[src/rtl/ahb_arbiter_rr.sv]
// Round-robin AHB bus arbiter for 2..16 masters, with default-master parking, lock hold and fixed-burst hold.
// Latency: hgrant updates on the arbitration edge; hmaster/hmastlock follow on the next hready=1 edge. All outputs registered.
// Backpressure: hready=0 freezes grant and ownership; hlock or an unfinished fixed burst (AHB_ARB_BURST_HOLD_EN) blocks re-arbitration.
module ahb_arbiter_rr #(
  parameter int NUM_MASTERS    = 4,
  parameter int DEFAULT_MASTER = 0
) (
  input  logic                   hclk,
  input  logic                   hreset,
  input  logic [NUM_MASTERS-1:0] hbusreq,
  input  logic [NUM_MASTERS-1:0] hlock,
  input  logic [1:0]             htrans,
  input  logic [2:0]             hburst,
  input  logic                   hready,
  input  logic [1:0]             hresp,
  output logic [NUM_MASTERS-1:0] hgrant,
  output logic [3:0]             hmaster,
  output logic                   hmastlock
);

  // AHB transfer-type encodings
  localparam logic [1:0] TRANS_IDLE   = 2'b00;
  localparam logic [1:0] TRANS_BUSY   = 2'b01;
  localparam logic [1:0] TRANS_NONSEQ = 2'b10;
  localparam logic [1:0] TRANS_SEQ    = 2'b11;

  // AHB burst encodings
  localparam logic [2:0] BURST_SINGLE = 3'b000;
  localparam logic [2:0] BURST_INCR   = 3'b001;
  localparam logic [2:0] BURST_WRAP4  = 3'b010;
  localparam logic [2:0] BURST_INCR4  = 3'b011;
  localparam logic [2:0] BURST_WRAP8  = 3'b100;
  localparam logic [2:0] BURST_INCR8  = 3'b101;
  localparam logic [2:0] BURST_WRAP16 = 3'b110;
  localparam logic [2:0] BURST_INCR16 = 3'b111;

  localparam logic [1:0] RESP_OKAY = 2'b00;

  localparam logic [3:0]             DEF_IDX    = 4'(DEFAULT_MASTER);
  localparam logic [NUM_MASTERS-1:0] DEF_ONEHOT = NUM_MASTERS'(1) << DEFAULT_MASTER;

  logic [3:0]             grant_idx;
  logic                   locked;
  logic                   burst_hold;
  logic                   hold;
  logic [3:0]             last_grant;
  logic                   any_req;
  logic [3:0]             win_idx;
  logic [NUM_MASTERS-1:0] win_onehot;
  logic                   hi_found;
  logic [3:0]             hi_idx;
  logic [3:0]             lo_idx;

  // Decode the one-hot grant into an index and pick up the owner's lock request.
  always_comb begin
    grant_idx = 4'd0;
    locked    = 1'b0;
    for (int i = 0; i < NUM_MASTERS; i++) begin
      if (hgrant[i]) begin
        grant_idx = 4'(i);
        locked    = locked | hlock[i];
      end
    end
  end

  // Round-robin pick: lowest requester above last_grant, else lowest requester overall (wrap).
  always_comb begin
    hi_found = 1'b0;
    hi_idx   = 4'd0;
    any_req  = 1'b0;
    lo_idx   = 4'd0;
    for (int j = 0; j < NUM_MASTERS; j++) begin
      if (hbusreq[j]) begin
        if (!hi_found && (4'(j) > last_grant)) begin
          hi_found = 1'b1;
          hi_idx   = 4'(j);
        end
        if (!any_req) begin
          any_req = 1'b1;
          lo_idx  = 4'(j);
        end
      end
    end
    win_idx = hi_found ? hi_idx : lo_idx;
  end

  // One-hot encode the round-robin winner.
  always_comb begin
    win_onehot = '0;
    for (int i = 0; i < NUM_MASTERS; i++) begin
      win_onehot[i] = (4'(i) == win_idx);
    end
  end

`ifdef AHB_ARB_BURST_HOLD_EN
  logic [3:0] beat_cnt;
  logic [3:0] beat_nxt;

  // Remaining-beat count of the owner's fixed burst; a retry/split/error during a wait state abandons the burst.
  always_comb begin
    beat_nxt = beat_cnt;
    if (hready) begin
      case (htrans)
        TRANS_NONSEQ: begin
          case (hburst)
            BURST_WRAP4,  BURST_INCR4:  beat_nxt = 4'd3;
            BURST_WRAP8,  BURST_INCR8:  beat_nxt = 4'd7;
            BURST_WRAP16, BURST_INCR16: beat_nxt = 4'd15;
            BURST_SINGLE, BURST_INCR:   beat_nxt = 4'd0;
            default:                    beat_nxt = 4'd0;
          endcase
        end
        TRANS_SEQ:  beat_nxt = (beat_cnt == 4'd0) ? 4'd0 : beat_cnt - 4'd1;
        TRANS_BUSY: beat_nxt = beat_cnt;
        TRANS_IDLE: beat_nxt = 4'd0;
        default:    beat_nxt = 4'd0;
      endcase
    end else if (hresp != RESP_OKAY) begin
      beat_nxt = 4'd0;
    end
  end

  // The arbitration point of a fixed burst is the edge whose next count reaches zero.
  assign burst_hold = (beat_nxt != 4'd0);

  // Beat counter register.
  always_ff @(posedge hclk or negedge hreset) begin
    if (!hreset) begin
      beat_cnt <= 4'd0;
    end else begin
      beat_cnt <= beat_nxt;
    end
  end
`else
  // Without burst tracking the transfer-type, burst and response inputs are not needed.
  logic unused_burst_inputs;
  assign unused_burst_inputs = ^{htrans, hburst, hresp};
  assign burst_hold = 1'b0;
`endif

  assign hold = locked | burst_hold;

  // Grant, ownership and rotation pointer: advance only on hready=1 edges; re-arbitrate when nothing holds the bus.
  always_ff @(posedge hclk or negedge hreset) begin
    if (!hreset) begin
      hgrant     <= DEF_ONEHOT;
      hmaster    <= DEF_IDX;
      hmastlock  <= 1'b0;
      last_grant <= DEF_IDX;
    end else if (hready) begin
      hmaster   <= grant_idx;
      hmastlock <= locked;
      if (!hold) begin
        if (any_req) begin
          hgrant     <= win_onehot;
          last_grant <= win_idx;
        end else begin
          hgrant <= DEF_ONEHOT;
        end
      end
    end
  end

endmodule
[config.mk]
export PLATFORM = sky130hd
export DESIGN_NAME = ahb_arbiter_rr
export DESIGN_NICKNAME = d
export VERILOG_FILES = /design/src/rtl/ahb_arbiter_rr.sv
export SDC_FILE = /design/constraint.sdc
export NUM_CORES = 1
export LEC_CHECK = 0
export CAP_MARGIN = 10
export CORE_MARGIN = 4
export CORE_UTILIZATION = 35
export CTS_CLUSTER_SIZE = 16
export DETAILED_ROUTE_END_ITERATION = 16
export PLACE_DENSITY = 0.85
export SLEW_MARGIN = 25
export SYNTH_ARGS = -nofsm -noshare
export SYNTH_HDL_FRONTEND = slang
export SYNTH_SLANG_ARGS = --single-unit
[constraint.sdc]
create_clock -name hclk -period 1.8 [get_ports hclk]
set_clock_uncertainty 0.05 [all_clocks]
set_input_delay 0.27 -clock hclk [delete_from_list [all_inputs] [get_ports hclk]]
set_output_delay 0.27 -clock hclk [all_outputs]
set_load 0.05 [all_outputs]
==> flow_summary.html <==
<table>
<tr><th>Metric</th><th>Value</th></tr>
<tr><th colspan="2">Clock tree</th></tr>
<tr><td>Clock transition at the registers of the reported paths</td><td>60 ps</td></tr>
<tr><td>Clock Path Buffers</td><td>2</td></tr>
<tr><td>CTS buffer count</td><td>3</td></tr>
<tr><td>Post-cts gate resize count</td><td>0</td></tr>
<tr><td>TritonCTS Sinks</td><td>9</td></tr>
<tr><td>Clk Tree Root Cell</td><td>clkbuf_4</td></tr>
<tr><td>H-tree levels</td><td>1</td></tr>
<tr><td>Clock network latency to the later pin of the worst-skew pair</td><td>250 ps</td></tr>
<tr><td>Quantity of hold-fixing buffers added after cts</td><td>0</td></tr>
<tr><td>Number of buffers inserted by post-CTS setup repair</td><td>0</td></tr>
<tr><td>Clock tree from TritonCTS</td><td>yes</td></tr>
<tr><th colspan="2">Place</th></tr>
<tr><td>PortBufs</td><td>17</td></tr>
<tr><td>Placed cell count</td><td>80</td></tr>
<tr><td>Pre-CTS setup slack</td><td>-74.84 ps</td></tr>
<tr><td>Weighted congestion at the end of routability-driven global placement</td><td>0.6620</td></tr>
<tr><th colspan="2">Worst setup path</th></tr>
<tr><td>Critical-path maximum fanout</td><td>4</td></tr>
<tr><td>Critical path capture point type</td><td>flop</td></tr>
<tr><td>Data required time at the worst endpoint</td><td>1890 ps</td></tr>
<tr><td>Startpoint-to-endpoint class of the critical path</td><td>in -&gt; reg</td></tr>
<tr><td>Data arrival time at the worst-slack endpoint</td><td>1700 ps</td></tr>
<tr><td>Setup crit start kind</td><td>primary input</td></tr>
<tr><th colspan="2">Floorplanning</th></tr>
<tr><td>CORE AREA</td><td>1186 sq um</td></tr>
<tr><td>X dimension of the die</td><td>44.71 microns</td></tr>
<tr><td>Initial Util</td><td>39.77%</td></tr>
<tr><td>Die Height</td><td>44.71 microns</td></tr>
<tr><td>I/O pin count</td><td>27</td></tr>
<tr><td>FP Rows</td><td>12</td></tr>
<tr><td>Die Footprint</td><td>1999 sq um</td></tr>
<tr><th colspan="2">Yosys</th></tr>
<tr><td>Leading cell types by count after synthesis</td><td>8 x dfrtp_1, 5 x a21oi_1, 5 x nor2_1, 3 x nand2b_1</td></tr>
<tr><td>Synthesized area per cell</td><td>10.25 sq um</td></tr>
<tr><td>Most used DFF post-synth</td><td>dfrtp_1</td></tr>
<tr><td>Number of register bits inferred by synthesis</td><td>9</td></tr>
<tr><td>Fraction of the yosys area taken by sequential cells</td><td>48.01%</td></tr>
<tr><td>Mapped cell area</td><td>471.7 sq um</td></tr>
<tr><td>Main area contributors after synthesis</td><td>dfrtp_1 42%, dfstp_2 5.6%, a21oi_1 5.3%</td></tr>
<tr><td>Most frequent cell after synthesis</td><td>dfrtp_1</td></tr>
<tr><td>Number of warnings issued by yosys</td><td>0</td></tr>
<tr><td>Synth area leader</td><td>dfrtp_1</td></tr>
<tr><td>Share of the synthesized area in the top cell type</td><td>42.44%</td></tr>
<tr><td>Synth unique cells</td><td>26</td></tr>
<tr><td>Number of flops mapped to enable cells by yosys</td><td>0</td></tr>
<tr><td>Instance count of the mapped netlist</td><td>46</td></tr>
<tr><td>Fraction of registers with async set/reset</td><td>100.0%</td></tr>
<tr><th colspan="2">Drt</th></tr>
<tr><td>Total wirelength of the detailed-routed design</td><td>1099 microns</td></tr>
<tr><td>Average detailed-routed wire length per instance</td><td>13.08 microns</td></tr>
<tr><td>First-pass detailed-route iteration total</td><td>5</td></tr>
<tr><td>Antenna Violating Nets Remaining</td><td>0</td></tr>
<tr><td>1st-iter DRT viols</td><td>12</td></tr>
<tr><td>DR vias/cell</td><td>5.369</td></tr>
<tr><td>Total via count in the routed design</td><td>451</td></tr>
<tr><td>Post-detailed-route DRC marker count</td><td>0</td></tr>
<tr><th colspan="2">Global routing</th></tr>
<tr><td>Number of global-route vias before repair</td><td>410</td></tr>
<tr><td>Grt ovf</td><td>0</td></tr>
<tr><td>Wire length of the first global-routing pass</td><td>1745 microns</td></tr>
<tr><td>GRT Total Usage</td><td>11.66%</td></tr>
<tr><td>Pin count of the biggest net entering global routing</td><td>10</td></tr>
<tr><td>Initial antenna violation count</td><td>0</td></tr>
<tr><th colspan="2">Timing</th></tr>
<tr><td>Worst hold-check slack</td><td>267.6 ps</td></tr>
<tr><td>Unrepaired setup endpoints after global routing</td><td>no</td></tr>
<tr><td>Final WS setup</td><td>186.0 ps</td></tr>
<tr><td>Final number of hold-violating endpoints</td><td>0</td></tr>
<tr><td>Total setup violations reported at the end of the flow</td><td>0</td></tr>
<tr><td>Peak Freq</td><td>619.6 MHz</td></tr>
<tr><td>Final worst path period need</td><td>1614 ps</td></tr>
<tr><td>Max-slew violation count</td><td>0</td></tr>
<tr><td>Share of the clock period used by the worst path after layout</td><td>89.67%</td></tr>
<tr><th colspan="2">Layout</th></tr>
<tr><td>Final core area utilization</td><td>58.12%</td></tr>
<tr><td>Diodes inserted</td><td>0</td></tr>
<tr><td>Final-layout fill cell count</td><td>94</td></tr>
<tr><td>Layout area overhead</td><td>46.15%</td></tr>
<tr><td>Non-Filler Instances</td><td>84</td></tr>
<tr><td>Number of nets in the final layout</td><td>89</td></tr>
<tr><td>Fraction of layout cells with a size suffix above 1</td><td>32.86%</td></tr>
<tr><th colspan="2">Pwr</th></tr>
<tr><td>Power dissipated by switching net loads</td><td>0.0005271 W</td></tr>
<tr><td>Cell area power density</td><td>1659 nW/um^2</td></tr>
<tr><td>Share of power burned in registers</td><td>32.5%</td></tr>
<tr><td>Clock network power share</td><td>13.2%</td></tr>
<tr><td>Sw Ratio</td><td>46.09%</td></tr>
<tr><td>Comb pwr share</td><td>54.4%</td></tr>
<tr><td>Total internal power</td><td>0.0006166 W</td></tr>
<tr><td>Static Leakage</td><td>0.3069 nW</td></tr>
<tr><td>Maximum resistive drop on vdd</td><td>0.6682 mV</td></tr>
<tr><th colspan="2">Min path</th></tr>
<tr><td>Classification of the worst-slack hold path</td><td>in -&gt; async</td></tr>
<tr><th colspan="2">Flow run</th></tr>
<tr><td>Number of violations of the max-capacitance limit</td><td>0</td></tr>
<tr><th colspan="2">Run status</th></tr>
<tr><td>Status</td><td>finished, final reports clean</td></tr>
</table>
==> cells in the final DEF, fill, tap and decap left out <==
master           synthesis  routed
a21bo_2                  1       1
a21oi_1                  5       5
a222oi_1                 1       1
a22o_2                   1       1
a311o_1                  1       1
a32o_1                   1       1
buf_4                    2      11
clkbuf_1                 0       1
clkbuf_4                 0       3
clkdlybuf4s50_1          0      10
conb_1                   1       2
dfrtp_1                  8       6
dfrtp_2                  0       2
dfstp_2                  1       1
inv_1                    2       2
mux2_4                   1       1
mux2i_1                  1       1
nand2_1                  2       2
nand2b_1                 3       3
nand3_2                  1       1
nor2_1                   5       5
nor2_4                   1       1
nor3_1                   1       1
nor3b_1                  1       1
o21a_1                   1       1
o21ai_0                  1       1
o21bai_1                 1       1
o31ai_1                  1       1
or2_2                    1       1
or3_1                    1       1
==> logic make-up (layout without fill, tap and decap cells) <==
family                 after synthesis  after routing  synth area share (%)
flip-flops                           9              9                 48.01
AO/OA/AOI/OAI                       14             14                 21.75
AND/OR/NAND/NOR                     16             16                 19.37
multiplexers                         2              2                 5.304
buffers and inverters                4             27                 4.774
other                                1              2                0.7950
==> flip-flops by register name, summed over array words and instances, names as in the netlist <==
name        flops
hgrant          4
hmaster         2
hmastlock       1
last_grant      2
==> cell type report <==
type                       count  area (sq um)  share of cell area (%)
inverter                       2         7.507                   1.089
timing repair buffer          21         182.7                   26.50
multi-input combinational     34         226.5                   32.85
clock buffer                   4         26.28                   3.811
sequential                     9         229.0                   33.21
tap                           14         17.52                   2.541
==> path summary, 6_finish.rpt <==
kind / startpoint / endpoint / slack, ps / depth (start not counted)
worst min register to register: hmastlock / hmastlock / 440 / 1
max in group asynchronous: hreset / hgrant[0] / 1110 / 1
worst max-delay path: hbusreq[1] / hgrant[1] / 190 / 4
min in group hclk: hmastlock / hmastlock / 440 / 1
worst min-delay path: hreset / hgrant[2] / 270 / 1
worst max register to register: hgrant[1] / last_grant[0] / 210 / 4
==> power groups by stage <==
stage	Combinational (W)	Sequential (W)	Clock (W)
after floorplan	0.000222	0.000580	0
after global placement	0.000613	0.000369	0
after detailed placement	0.000625	0.000374	0
after CTS	0.000629	0.000371	0.000156
after global routing	0.000657	0.000380	0.000173
final	0.000622	0.000371	0.000151
==> metrics by stage <==
stage | instance area (sq um) | power (W) | setup TNS (ps)
floorplan | 478.0 | 0.0008014 | 0
global placement | 663.1 | 0.0009821 | -163.8
detailed placement | 663.1 | 0.0009991 | -335.0
CTS | 689.4 | 0.001155 | 0
global route | 689.4 | 0.001210 | 0
finish | 689.4 | 0.001144 | 0
==> critical path: stages <==
cell and delay (ps):
clkdlybuf4s50_1 440, or2_2 320, a311o_1 410, a32o_1 260
==> per-layer routing <==
| metal | part of all wire, % | global-route usage, % |
|---|---|---|
| met5 | 0 | 0 |
| met4 | 1.7 | 7.229 |
| met3 | 7.6 | 1.594 |
| met2 | 53 | 19.20 |
| met1 | 37 | 14.22 |
Note: power is estimated with default switching activity, not from simulation.
==> RTL edit: new RTL, config.mk and constraints unchanged <==
Change the parameter `NUM_MASTERS` from 4 to 8.
--- a/src/rtl/ahb_arbiter_rr.sv
+++ b/src/rtl/ahb_arbiter_rr.sv
@@ -2,7 +2,7 @@
 // Latency: hgrant updates on the arbitration edge; hmaster/hmastlock follow on the next hready=1 edge. All outputs registered.
 // Backpressure: hready=0 freezes grant and ownership; hlock or an unfinished fixed burst (AHB_ARB_BURST_HOLD_EN) blocks re-arbitration.
 module ahb_arbiter_rr #(
-  parameter int NUM_MASTERS    = 4,
+  parameter int NUM_MASTERS    = 8,
   parameter int DEFAULT_MASTER = 0
 ) (
   input  logic                   hclk,
Ports: changed (resized hbusreq, hgrant and hlock); port bits go from 27 to 39. No check against the original RTL was run, so the function may have changed too.
==> RTL edit against the original RTL <==
  * The run now ends with negative setup slack left
  * Routed wire length increased to 3.0 times the old value
  * Power increased to 2.9 times the old value
  * Worst setup slack worse by 250 ps
  * Sequential cell count is 6 higher
  * Final area is 140% higher
  * Largest cell class is now multi-input gates
  * Maximum frequency shrank 13%
  * Critical endpoint is now hgrant[5]
  * Worst hold slack lost 39 ps
  * Synthesized area up 110%
  * Via count grew to 2.6 times the old value
  * First-iteration DRC count grew to 4.4 times the old value
==> RTL edit: results (changes against the original RTL) <==
outcome=complete, but fails checks; violated checks=negative setup slack; TNS Setup=-80.8 ps (-80.8 ps); 1st-iter DRT viols=53 (+41); number of global-route vias before repair=1034 (+150%); Post-Syn Area per Cell=8.66 um2 (-16%); Arrival @ worst endpoint=1990 ps (+290 ps); Final WS setup=-64.8 ps (-251 ps); final wirelength=3330 um (+200%); clock slew at reported path FFs=80 ps (+20 ps); fraction of layout cells with a size suffix above 1=40.9% (+8.0 points); fillers=208 (+120%); WL/cell=15.7 um (+20%); first-pass GRT wire length=4790 um (+170%); peak supply drop=1630 uV (+140%); IO Port Bufs=30 (+13); Clock Latency Late Sink=280 ps (+30 ps); Nets=208 (+130%); Synth top cells by count=nand2_1, dfrtp_1, nor2_1; Unique masters post-synth=44 (+69%); P_leak=0.000738 uW (+140%); ranking of synthesized cells by area=dfrtp_1, nand2_1, nor2_1, a21oi_1, o21ai_0; biggest regs=hgrant (8), hmaster (3), last_grant (3); first-pass detailed-route iteration total=4 (-1); detailed-route via count=1170 (+160%); Final setup viols=3 (+3); GRT Overall Usage=16.3% (+4.7 points)
[RTL edit: layer usage]
metal	up-vias	global-route usage, %	wire (um)
li1	560	-	-
met2	30	24.0	1610
met3	0	3.14	169
met5	-	0	0
met4	0	0.909	0
met1	580	25.9	1550
[RTL edit: worst paths after layout]
kind / startpoint / slack, ps / end / cells after the start
setup / recovery: last_grant[2] / -60 / hgrant[5] / 6
hold / removal: hreset / 230 / hmaster[0] / 1
setup reg to reg: last_grant[2] / -60 / hgrant[5] / 6
hold reg to reg: hmastlock / 440 / hmastlock / 1
max in group asynchronous: hreset / 1030 / last_grant[1] / 2
min in group hclk: hmastlock / 440 / hmastlock / 1
[RTL edit: power by group]
part / leakage, uW / total, uW / switching, uW / internal [uW]
sequential: 0.000181 / 662 / 151 / 511
clock: 0.0000150 / 183 / 96.7 / 85.9
combinational: 0.000542 / 2420 / 1360 / 1060
total: 0.000738 / 3270 / 1610 / 1660
[RTL edit: per-stage QoR]
stage	utilization (%)	hold WS, ps	total power (uW)	instance area (um2)
6_report	61.2	229	3270	1670
5_1_grt	61.2	262	3470	1670
4_1_cts	57.3	240	2960	1570
3_5_place_dp	54.7	425	2680	1500
3_3_place_gp	54.7	422	2670	1500
2_1_floorplan	-	-75.6	1950	998
[RTL edit: final cells by class]
class | count | area share [%]
clock buffers | 4 | 1.57
inverters | 3 | 0.673
repair buffers | 66 | 32.2
well taps | 31 | 2.32
multi-input cells | 93 | 40.5
flip-flops and latches | 15 | 22.7
[RTL edit: cells by family (layout without fill, tap and decap cells)]
logic type	after synthesis	in the layout	synth area share, %
other	1	1	0.377
multiplexers	1	1	1.13
AO/OA/AOI/OAI	44	44	33.3
flip-flops	15	15	37.8
buffers and inverters	7	73	4.77
AND/OR/NAND/NOR	47	47	22.6
[RTL edit: worst max-delay path: stages (launching register included)]
cell	delay, ps
dfrtp_1	430
buf_4	170
o31ai_4	90
or2_4	270
o32a_1	400
buf_4	150
a22o_4	200
[RTL edit: repair_timing]
item,CTS,global route
buffers inserted,1,5
pin swaps,9,10
setup endpoints to repair,9,8
gates resized for setup,15,11
